`src/rtl/pacman_pkg.sv`:
```
// Shared map geometry, direction encoding and tile-step helper for the
// player and ghost movers.
package pacman_pkg;

    typedef enum logic [1:0] {
        UP    = 2'd0,
        DOWN  = 2'd1,
        LEFT  = 2'd2,
        RIGHT = 2'd3
    } dir_e;

    localparam int unsigned MAP_W = 50;
    localparam int unsigned MAP_H = 32;

    typedef logic [5:0] tile_x_t;
    typedef logic [4:0] tile_y_t;

    typedef struct packed {
        tile_x_t x;
        tile_y_t y;
    } tile_pos_t;

    // Neighbouring tile with tunnel wrap on both axes; w/h default to the
    // shared map size but can follow a module's own geometry parameters.
    function automatic tile_pos_t next_tile(
        input tile_x_t     x,
        input tile_y_t     y,
        input dir_e        dir,
        input int unsigned w = MAP_W,
        input int unsigned h = MAP_H
    );
        tile_pos_t p;
        tile_x_t   x_max;
        tile_y_t   y_max;
        x_max = tile_x_t'(w - 1);
        y_max = tile_y_t'(h - 1);
        p.x = x;
        p.y = y;
        case (dir)
            UP:      p.y = (y == '0)    ? y_max : y - tile_y_t'(1);
            DOWN:    p.y = (y == y_max) ? '0    : y + tile_y_t'(1);
            LEFT:    p.x = (x == '0)    ? x_max : x - tile_x_t'(1);
            default: p.x = (x == x_max) ? '0    : x + tile_x_t'(1);
        endcase
        return p;
    endfunction

endpackage

```
`src/rtl/pacman_mover.sv`:
```
// Player tile-movement sequencer: per game tick, probe the map ahead in the
// requested direction, fall back to the current one, commit and clear.
module pacman_mover #(
    parameter int unsigned MAP_W    = pacman_pkg::MAP_W,
    parameter int unsigned MAP_H    = pacman_pkg::MAP_H,
    parameter int unsigned START_X  = 1,
    parameter int unsigned START_Y  = 1,
    parameter bit          CLEAR_EN = 1'b1
) (
    input  logic       i_clk,
    input  logic       i_rst,
    input  logic       i_tick,
    input  logic       i_dir_valid,
    input  logic [1:0] i_dir,
    output logic       o_map_en,
    output logic       o_map_write,
    output logic [5:0] o_tile_x,
    output logic [4:0] o_tile_y,
    input  logic       i_tile_value,
    output logic [5:0] o_pos_x,
    output logic [4:0] o_pos_y,
    output logic [1:0] o_dir,
    output logic       o_moving,
    output logic       o_busy,
    output logic       o_step_done,
    output logic       o_overrun
);
    import pacman_pkg::*;

    typedef enum logic [2:0] {
        IDLE,
        REQ_A,
        CHK_A,
        REQ_B,
        CHK_B,
        DONE
    } state_e;

    state_e    state, state_next;
    tile_x_t   pos_x, addr_x;
    tile_y_t   pos_y, addr_y;
    dir_e      dir, cand, pend_dir, req_dir, cand_in;
    logic      pend_valid, moving;
    tile_pos_t addr_a, addr_b;
    logic      load_a, load_b, commit, block, map_en, map_write, step_done;

    assign req_dir = dir_e'(i_dir);
    assign cand_in = i_dir_valid ? req_dir : (pend_valid ? pend_dir : dir);
    assign addr_a  = next_tile(pos_x, pos_y, cand_in, MAP_W, MAP_H);
    assign addr_b  = next_tile(pos_x, pos_y, dir, MAP_W, MAP_H);

    always_ff @(posedge i_clk or posedge i_rst) begin
        if (i_rst) state <= IDLE;
        else       state <= state_next;
    end

    always_comb begin
        state_next = state;
        load_a     = 1'b0;
        load_b     = 1'b0;
        commit     = 1'b0;
        block      = 1'b0;
        map_en     = 1'b0;
        map_write  = 1'b0;
        step_done  = 1'b0;
        case (state)
            IDLE: begin
                if (i_tick) begin
                    load_a     = 1'b1;
                    state_next = REQ_A;
                end
            end
            REQ_A: begin
                map_en     = 1'b1;
                state_next = CHK_A;
            end
            CHK_A: begin
                if (!i_tile_value) begin
                    commit     = 1'b1;
                    state_next = DONE;
                end else if (cand != dir) begin
                    load_b     = 1'b1;
                    state_next = REQ_B;
                end else begin
                    block      = 1'b1;
                    state_next = DONE;
                end
            end
            REQ_B: begin
                map_en     = 1'b1;
                state_next = CHK_B;
            end
            CHK_B: begin
                commit     = !i_tile_value;
                block      = i_tile_value;
                state_next = DONE;
            end
            DONE: begin
                step_done  = 1'b1;
                // moving was set at commit, so it marks a freshly entered tile
                map_en     = moving && CLEAR_EN;
                map_write  = moving && CLEAR_EN;
                state_next = IDLE;
            end
            default: state_next = IDLE;
        endcase
    end

    // The probe address of a successful check is the new position, so the
    // address register also serves the clear write in DONE.
    always_ff @(posedge i_clk or posedge i_rst) begin
        if (i_rst) begin
            pos_x  <= tile_x_t'(START_X);
            pos_y  <= tile_y_t'(START_Y);
            dir    <= RIGHT;
            cand   <= RIGHT;
            moving <= 1'b0;
            addr_x <= '0;
            addr_y <= '0;
        end else begin
            if (load_a) begin
                cand   <= cand_in;
                addr_x <= addr_a.x;
                addr_y <= addr_a.y;
            end
            if (load_b) begin
                addr_x <= addr_b.x;
                addr_y <= addr_b.y;
            end
            if (commit) begin
                pos_x  <= addr_x;
                pos_y  <= addr_y;
                moving <= 1'b1;
                if (state == CHK_A) dir <= cand;
            end
            if (block) moving <= 1'b0;
        end
    end

    always_ff @(posedge i_clk or posedge i_rst) begin
        if (i_rst) begin
            pend_valid <= 1'b0;
            pend_dir   <= UP;
        end else if (i_dir_valid) begin
            pend_valid <= 1'b1;
            pend_dir   <= req_dir;
        end else if (commit && state == CHK_A && pend_dir == cand) begin
            pend_valid <= 1'b0;
        end
    end

    assign o_map_en    = map_en;
    assign o_map_write = map_write;
    assign o_tile_x    = addr_x;
    assign o_tile_y    = addr_y;
    assign o_pos_x     = pos_x;
    assign o_pos_y     = pos_y;
    assign o_dir       = dir;
    assign o_moving    = moving;
    assign o_busy      = (state != IDLE);
    assign o_step_done = step_done;
    assign o_overrun   = i_tick && (state != IDLE);

endmodule

```
`config.mk`:
```
export PLATFORM = sky130hd
export DESIGN_NAME = pacman_mover
export DESIGN_NICKNAME = d
export VERILOG_FILES = /design/src/rtl/pacman_pkg.sv /design/src/rtl/pacman_mover.sv
export SDC_FILE = /design/constraint.sdc
export NUM_CORES = 1
export LEC_CHECK = 0
export ABC_AREA = 1
export CAP_MARGIN = 20
export CORE_UTILIZATION = 65
export CTS_CLUSTER_SIZE = 24
export DETAILED_ROUTE_END_ITERATION = 10
export DONT_BUFFER_PORTS = 1
export GPL_TIMING_DRIVEN = 0
export PLACE_DENSITY = 0.85
export SYNTH_ARGS = -nofsm -noshare
export SYNTH_HDL_FRONTEND = slang
export SYNTH_SLANG_ARGS = --single-unit
```
`constraint.sdc`:
```
create_clock -name i_clk -period 3.3 [get_ports i_clk]
set_input_delay 0.495 -clock i_clk [delete_from_list [all_inputs] [get_ports i_clk]]
set_output_delay 0.495 -clock i_clk [all_outputs]
set_load 0.01 [all_outputs]
```
==> results of run 1 <==
[metal layers]
layer | part of all wire | global-route usage | vias up
met5 | 0 | 0 | -
met4 | 0.020 | 0.1222 | 0
met3 | 0.063 | 0.05714 | 15
met2 | 0.49 | 0.5585 | 107
met1 | 0.42 | 0.4341 | 1149
li1 | - | - | 1204
[cells by family (layout without fill, tap and decap cells)]
| group | count (synthesis) | count (layout) | synth area share |
|---|---|---|---|
| compound gates | 39 | 39 | 0.07922 |
| xor+xnor | 7 | 7 | 0.02442 |
| fa+ha+maj | 7 | 7 | 0.03488 |
| buf+inv | 51 | 60 | 0.09267 |
| flops | 33 | 33 | 0.3318 |
| mux | 1 | 1 | 0.004484 |
| simple gates | 234 | 234 | 0.4325 |
[path summary, 6_finish.rpt]
check,from,to,slack [ns]
worst max-delay path,state[0],o_map_en,1.17
worst min-delay path,i_rst,o_pos_x[1],0.19
worst max register to register,o_pos_y[0],o_tile_y[4],1.43
worst min register to register,pend_dir[1],pend_dir[1],0.53
max in group asynchronous,i_rst,o_dir[0],2.50
min in group i_clk,i_dir_valid,pend_dir[0],0.30
[cells in the final DEF, fill, tap and decap left out, types with 6 or more instances in the layout]
cell,synthesis,final
nand4_1,8,8
a21oi_1,19,19
dfrtp_1,27,27
ha_1,7,7
inv_1,35,35
xor2_1,7,7
nor2_1,39,39
nand3_1,38,38
o21ai_0,13,13
nand2_1,123,123
buf_2,7,7
dfstp_2,6,6
[cell usage after synthesis (6+ instances only)]
library cell	count	area, µm²
a21oi_1	19	95.09
buf_2	7	35.03
dfrtp_1	27	675.7
dfstp_2	6	157.7
ha_1	7	87.58
inv_1	35	131.4
nand2_1	123	461.7
nand3_1	38	190.2
nand4_1	8	50.05
nor2_1	39	146.4
o21ai_0	13	65.06
xor2_1	7	61.31
[power breakdown]
group	switching (mW)	leakage (nW)	internal, mW	total, mW
sequential	0.260	0.388	0.601	0.860
clock	0.154	0.0552	0.224	0.378
combinational	0.882	0.998	0.472	1.35
total	1.30	1.44	1.30	2.59
[through the flow]
stage                     instance area, µm²  utilization  instances  hold slack (ns)
final                                   2706       0.7337        429           0.1905
after global routing                    2706       0.7337        429           0.2388
after CTS                               2706       0.7337        429           0.2046
after detailed placement                2599       0.7045        421           0.5063
after global placement                  2571       0.6971        420           0.5030
after floorplan                         2511            -        372           0.4832
[critical path: stages, from the launching register on]
cell and delay [ns]:
dfrtp_1 0.46, inv_1 0.11, or2_2 0.29, nor2_1 0.23, nand2_1 0.10, o21ai_0 0.16
[area by class of cell]
class / instances / area [µm²] / share of cell area
multi-input cells: 288 / 1445 / 0.5340
inverters: 40 / 152.6 / 0.05640
repair buffers: 1 / 27.53 / 0.01017
plain buffers: 11 / 80.08 / 0.02959
clock buffers: 6 / 72.57 / 0.02681
clock inverters: 2 / 35.03 / 0.01294
well taps: 48 / 60.06 / 0.02219
flip-flops and latches: 33 / 833.3 / 0.3079
[flip-flops by register name, indices dropped and copies added (netlist names)]
signal and count:
o_tile_x 6, o_moving 1, o_pos_y 5, pend_valid 1
cand 2, o_tile_y 5, state 3, o_dir 2
o_pos_x 6, pend_dir 2
==> impl_metrics.env, run 1 <==
export IMPL_fin_total_pwr_mw=2.592
export IMPL_slew_headroom=0.5481
export IMPL_die_y_um=64.16
export IMPL_ant_nets=0
export IMPL_clock_skew_ns=0.01045
export IMPL_worst_slack_ns=1.172
export IMPL_h_tree_depth=2
export IMPL_antenna_found_initial=0
export IMPL_drc=0
export IMPL_hold_viol_final=0
export IMPL_ctsResizeCount=0
export IMPL_io_buffers=0
export IMPL_worstPathMaxFanout=3
export IMPL_start_util=0.6808
export IMPL_slew_viol_final=0
export IMPL_r2r_cells=10
export IMPL_final_nets=394
export IMPL_wirelength_um=6349
export IMPL_syn_area_mm2=0.002511
export IMPL_cts_tree="yes"
export IMPL_synth_distinct_cells=32
export IMPL_die_w_um=64.16
export IMPL_fmax_ghz=0.4698
export IMPL_syn_to_final_growth_pct=7.773
export IMPL_yosys_register_bits=33
export IMPL_clk_pin_slew_ns=0.07
export IMPL_finalSetupTns_ns=0
export IMPL_cts_made_buffers=5
export IMPL_synth_top_flop_cell="dfrtp_1"
export IMPL_synth_enable_flop_cells=0
export IMPL_dp_slack_ns=1.467
export IMPL_wl_per_cell_um=14.80
export IMPL_grt_pass1_vias=2232
export IMPL_rsz0062_at_grt="false"
export IMPL_p_per_area_mw_per_mm2=957.7
export IMPL_drtPass1Iterations=5
export IMPL_io_pins=37
export IMPL_seq_area_frac_synth=0.3318
export IMPL_viasPerCell=5.769
export IMPL_critPathLaunchType="flip-flop"
export IMPL_tightest_slew_ns=0.6771
export IMPL_insertion_delay_ns=0.29
export IMPL_drive_above_1_share=0.1391
export IMPL_fill_cells=311
export IMPL_post_cts_buffers=0
export IMPL_cp_data_required_time_ns=2.80
export IMPL_yosysWarnings=0
export IMPL_rows=22
export IMPL_place_congestion=0.9441
export IMPL_synth_fp_nets=386
export IMPL_grt_overflow=0
export IMPL_fin_crit_ns=2.128
export IMPL_grt_max_degree=20
export IMPL_ctsRootBufferMaster="clkbuf_8"
export IMPL_drv_cap=0
export IMPL_dp_hpwl_um=4608
export IMPL_cts_buffer_depth=2
export IMPL_synth_cells=372
export IMPL_grt_usage=0.3344
export IMPL_insertedDiodeCount=0
export IMPL_setup_viol=0
export IMPL_drt_iter0_markers=310
export IMPL_grt_first_pass_wirelength_um=10540
export IMPL_async_flop_share=1.000
export IMPL_power_leakage_nw=1.442
export IMPL_period_share=0.6450
export IMPL_core_area_mm2=0.003689
export IMPL_die_area_mm2=0.004116
export IMPL_syn_area_per_cell_um2=6.750
export IMPL_ctsHoldBuffers=0
export IMPL_vias=2475
export IMPL_worst_setup_path_end_kind="primary output"
export IMPL_critPathKind="reg2out"
export IMPL_cts_sinks=33
export IMPL_hold_class="in2async"
export IMPL_status="complete, no violations"
export IMPL_crit_arrival_ns=1.63
export IMPL_ir_worst_vdd_mv=0.5384
No activity file was read; power rests on OpenSTA's default activity.
==> run 2: changes to the inputs <==
--- a/config.mk
+++ b/config.mk
@@ -7,12 +7,12 @@
 export LEC_CHECK = 0
 export ABC_AREA = 1
 export CAP_MARGIN = 20
-export CORE_UTILIZATION = 65
+export CORE_UTILIZATION = 64
 export CTS_CLUSTER_SIZE = 24
 export DETAILED_ROUTE_END_ITERATION = 10
 export DONT_BUFFER_PORTS = 1
 export GPL_TIMING_DRIVEN = 0
-export PLACE_DENSITY = 0.85
+export PLACE_DENSITY = 0.84
 export SYNTH_ARGS = -nofsm -noshare
 export SYNTH_HDL_FRONTEND = slang
 export SYNTH_SLANG_ARGS = --single-unit
==> constraint.sdc (replaced) <==
create_clock -name i_clk -period 2.2 [get_ports i_clk]
set_input_delay 0.33 -clock i_clk [delete_from_list [all_inputs] [get_ports i_clk]]
set_output_delay 0.33 -clock i_clk [all_outputs]
set_load 0.01 [all_outputs]
==> impl_metrics.env, run 2 (synthesized netlist as in run 1, its figures left out) <==
export IMPL_syn_to_final_growth_pct=6.278
export IMPL_worstPathMaxFanout=3
export IMPL_start_util=0.6758
export IMPL_fmax_ghz=0.5205
export IMPL_worst_slack_ns=0.2787
export IMPL_cts_made_buffers=5
export IMPL_drt_iter0_markers=218
export IMPL_io_buffers=0
export IMPL_insertedDiodeCount=0
export IMPL_cts_buffer_depth=2
export IMPL_die_w_um=64.64
export IMPL_grt_overflow=0
export IMPL_hold_ws_ns=0.08686
export IMPL_r2r_start="o_pos_y[0]"
export IMPL_cts_tree="yes"
export IMPL_fin_crit_ns=1.921
export IMPL_post_cts_buffers=0
export IMPL_h_tree_depth=2
export IMPL_drc=0
export IMPL_dp_slack_ns=0.3450
export IMPL_core_area_mm2=0.003716
export IMPL_grt_max_degree=21
export IMPL_grt_pass1_vias=2208
export IMPL_final_core_util=0.7182
export IMPL_io_pins=37
export IMPL_grt_first_pass_wirelength_um=10210
export IMPL_dp_hpwl_um=4537
export IMPL_final_nets=394
export IMPL_finalSetupTns_ns=0
export IMPL_setup_viol=0
export IMPL_final_common_cell="nand2_1"
export IMPL_rows=22
export IMPL_startpoint="state[0]"
export IMPL_drive_above_1_share=0.1391
export IMPL_p_per_area_mw_per_mm2=1404
export IMPL_clk_pin_slew_ns=0.07
export IMPL_ctsRootBufferMaster="clkbuf_8"
export IMPL_critPathLaunchType="flip-flop"
export IMPL_place_congestion=0.9497
export IMPL_fill_cells=302
export IMPL_ctsResizeCount=0
export IMPL_antenna_found_initial=0
export IMPL_wirelength_um=6182
export IMPL_drv_cap=0
export IMPL_viasPerCell=5.639
export IMPL_slew_viol_final=0
export IMPL_seq_area_um2=833.3
export IMPL_hold_class="in2async"
export IMPL_vias=2419
export IMPL_drtPass1Iterations=5
export IMPL_worst_setup_path_end_kind="primary output"
export IMPL_ctsHoldBuffers=0
export IMPL_insertion_delay_ns=0.29
export IMPL_grt_usage=0.3238
export IMPL_crit_arrival_ns=1.59
export IMPL_ir_worst_vdd_mv=0.7209
export IMPL_tightest_slew_ns=0.8221
export IMPL_power_leakage_nw=1.426
export IMPL_slew_headroom=0.4513
export IMPL_period_share=0.8733
export IMPL_rsz0062_at_grt="false"
export IMPL_multiInputGateArea_mm2=0.001445
export IMPL_die_y_um=64.64
export IMPL_cts_sinks=33
export IMPL_die_area_mm2=0.004178
export IMPL_cp_data_required_time_ns=1.87
export IMPL_final_cell_mix="123 x nand2_1, 39 x nor2_1, 38 x nand3_1"
export IMPL_clock_skew_ns=0.006102
export IMPL_critPathKind="reg2out"
export IMPL_wl_per_cell_um=14.41
export IMPL_status="complete, no violations"
export IMPL_hold_viol_final=0
export IMPL_ant_nets=0
## run 2: cell types whose count changed in the layout (fill, tap and decap cells not counted), sizes merged
cell | previous run | this run
clkinv | 1 | 2
bufinv | 1 | 0
## run 2: worst paths after layout
path	endpoint	slack, ns	cells after the start
max in group asynchronous	o_pos_x[0]	1.45	2
min in group i_clk	pend_dir[0]	0.14	1
worst max register to register	o_tile_y[2]	0.31	13
worst min-delay path	o_pos_y[1]	0.09	1
worst min register to register	pend_dir[1]	0.53	2
worst max-delay path	o_map_en	0.28	5
## run 2: final cells by class
| class | count | share of cell area |
|---|---|---|
| buffer | 11 | 0.03000 |
| clock buffer | 6 | 0.02719 |
| clock inverter | 2 | 0.003751 |
| inverter | 40 | 0.05720 |
| multi-input combinational | 288 | 0.5415 |
| sequential | 33 | 0.3122 |
| tap | 48 | 0.02250 |
| timing repair buffer | 1 | 0.005626 |
## run 2: critical path: stages, from the launching register on
cell and delay (ns):
dfrtp_1 0.45, inv_1 0.09, or2_2 0.28, nor2_1 0.22, nand2_1 0.10, o21ai_0 0.16
## run 2: layer usage
layer,up-vias,track usage,wire [µm]
met5,-,0,0
met4,0,0.1000,120
met3,10,0.07218,455
met2,112,0.5171,2865
met1,1091,0.4356,2741
li1,1206,-,-
## run 2: metrics by stage
step	instance area (µm²)	power, mW	instances
2_1_floorplan	2511	2.832	372
3_3_place_gp	2571	3.205	420
3_5_place_dp	2586	3.272	421
4_1_cts	2669	3.733	429
5_1_grt	2669	4.077	429
6_report	2669	3.747	429
## run 2: report_power, final
part	total (mW)	internal, mW	switching (mW)
logic	2.00	0.705	1.30
clock network	0.450	0.219	0.230
registers	1.29	0.901	0.392
total	3.75	1.83	1.92
==> run 3: changes to the inputs <==
--- a/config.mk
+++ b/config.mk
@@ -7,12 +7,13 @@
 export LEC_CHECK = 0
 export ABC_AREA = 1
 export CAP_MARGIN = 20
-export CORE_UTILIZATION = 64
+export CORE_UTILIZATION = 45
 export CTS_CLUSTER_SIZE = 24
 export DETAILED_ROUTE_END_ITERATION = 10
 export DONT_BUFFER_PORTS = 1
 export GPL_TIMING_DRIVEN = 0
-export PLACE_DENSITY = 0.84
+export MAX_ROUTING_LAYER = met4
+export PLACE_DENSITY = 0.64
 export SYNTH_ARGS = -nofsm -noshare
 export SYNTH_HDL_FRONTEND = slang
 export SYNTH_SLANG_ARGS = --single-unit
==> impl_metrics.env, run 3 (synthesized netlist as in run 1, its figures left out) <==
export IMPL_cts_buffer_depth=2
export IMPL_power_leakage_nw=1.444
export IMPL_critPathSlowestCell="dfrtp_1"
export IMPL_grt_busiest_layer="met2"
export IMPL_cp_data_required_time_ns=1.87
export IMPL_crit_family="simple AND/OR/NAND/NOR gates"
export IMPL_vias=2382
export IMPL_drive_above_1_share=0.1417
export IMPL_syn_to_final_growth_pct=9.367
export IMPL_grt_first_pass_wirelength_um=11300
export IMPL_grtUsageMet3=0.04881
export IMPL_insertion_delay_ns=0.29
export IMPL_final_nets=394
export IMPL_grt_max_degree=19
export IMPL_dp_cells=443
export IMPL_clock_skew_ns=0.004436
export IMPL_critPathLaunchType="flip-flop"
export IMPL_status="complete, no violations"
export IMPL_h_tree_depth=2
export IMPL_p_per_area_mw_per_mm2=1432
export IMPL_final_cell_count_no_fill=451
export IMPL_drv_cap=0
export IMPL_rows=26
export IMPL_rsz0062_at_grt="false"
export IMPL_rrSetupSlack_ns=0.29
export IMPL_core_area_mm2=0.005238
export IMPL_wirelength_um=6528
export IMPL_ctsRootBufferMaster="clkbuf_8"
export IMPL_crit_arrival_ns=1.62
export IMPL_wl_per_cell_um=14.47
export IMPL_final_common_cell="nand2_1"
export IMPL_die_area_mm2=0.005883
export IMPL_antenna_found_initial=0
export IMPL_hold_ws_ns=0.02626
export IMPL_worstPathMaxFanout=3
export IMPL_io_buffers=0
export IMPL_hold_class="in2async"
export IMPL_fill_cells=528
export IMPL_ir_worst_vdd_mv=0.6176
export IMPL_dp_hpwl_um=4733
export IMPL_worstSetupPathDepth=5
export IMPL_cts_made_buffers=5
export IMPL_ant_nets=0
export IMPL_met1_usage=0.3336
export IMPL_r2r_cells=13
export IMPL_die_w_um=76.70
export IMPL_startpoint="state[0]"
export IMPL_slowest_delay_ns=0.45
export IMPL_grt_pass1_vias=2280
export IMPL_final_cell_mix="123 x nand2_1, 39 x nor2_1, 38 x nand3_1"
export IMPL_fmax_ghz=0.5131
export IMPL_grt_usage=0.2497
export IMPL_viasPerCell=5.282
export IMPL_cts_sinks=33
export IMPL_finalSetupTns_ns=0
export IMPL_io_pins=37
export IMPL_grt_overflow=0
export IMPL_insertedDiodeCount=0
export IMPL_post_cts_buffers=0
export IMPL_drtPass1Iterations=4
export IMPL_worst_setup_path_end_kind="primary output"
export IMPL_drt_iter0_markers=244
export IMPL_critPathKind="reg2out"
export IMPL_cts_tree="yes"
export IMPL_timing_rr_end="o_tile_y[2]"
export IMPL_start_util=0.4795
export IMPL_place_congestion=0.8903
export IMPL_die_y_um=76.70
export IMPL_period_share=0.8860
export IMPL_tightest_slew_ns=0.6879
export IMPL_use_met2=0.3893
export IMPL_slew_viol_final=0
export IMPL_clk_pin_slew_ns=0.08
export IMPL_ctsResizeCount=0
export IMPL_worstPathCellList="inv_1, or2_2, nor2_1, nand2_1, o21ai_0"
export IMPL_fin_crit_ns=1.949
export IMPL_r2r_start="o_pos_y[0]"
export IMPL_ctsHoldBuffers=0
export IMPL_endpoint="o_map_en"
export IMPL_slew_headroom=0.5409
export IMPL_setup_viol=0
export IMPL_critPathBufInv=1
export IMPL_hold_viol_final=0
export IMPL_drc=0
run 3: final cells by class:
| type | count | area (µm²) | area share |
|---|---|---|---|
| inverters | 40 | 152.6 | 0.05558 |
| clock buffers | 6 | 82.58 | 0.03007 |
| clock inverters | 2 | 37.54 | 0.01367 |
| plain buffers | 11 | 80.08 | 0.02916 |
| multi-input cells | 288 | 1445 | 0.5262 |
| repair buffers | 1 | 27.53 | 0.01002 |
| flip-flops and latches | 33 | 833.3 | 0.3034 |
| well taps | 70 | 87.58 | 0.03189 |
run 3: worst reg2reg max path, delay by kind of cell, from the launching register on:
family                   cells  cell delay [ns]
buffers and inverters        1             0.10
adder cells (fa/ha/maj)      2             0.37
flip-flops                   1             0.66
AND/OR/NAND/NOR             10             0.68
run 3: layer usage:
metal | part of all wire | wire (µm) | vias up
met5 | 0 | 0 | -
met4 | 0.0090 | 59 | 0
met3 | 0.074 | 483 | 5
met2 | 0.48 | 3102 | 87
met1 | 0.44 | 2882 | 1096
li1 | - | - | 1194
run 3: report_power, final:
group          internal (mW)  switching, mW
sequential             0.901          0.400
clock                  0.368          0.247
combinational          0.708           1.31
run 3: worst min path at each step:
stage,depth (start not counted),start,end
floorplan,1,i_dir_valid,pend_dir[0]
global placement,1,i_dir_valid,pend_dir[0]
detailed placement,1,i_rst,o_pos_x[5]
CTS,1,i_rst,o_pos_x[5]
global route,1,i_rst,o_pos_x[5]
finish,1,i_rst,o_pos_x[5]
run 3: metrics by stage:
step,util,instance area [µm²],setup WS (ns),total power [mW]
after floorplan,-,2511,0.5229,2.832
after global placement,0.4962,2599,0.3721,3.265
after detailed placement,0.5014,2626,0.3192,3.310
after CTS,0.5244,2746,0.2368,3.947
after global routing,0.5244,2746,0.1148,4.303
final,0.5244,2746,0.2509,3.932
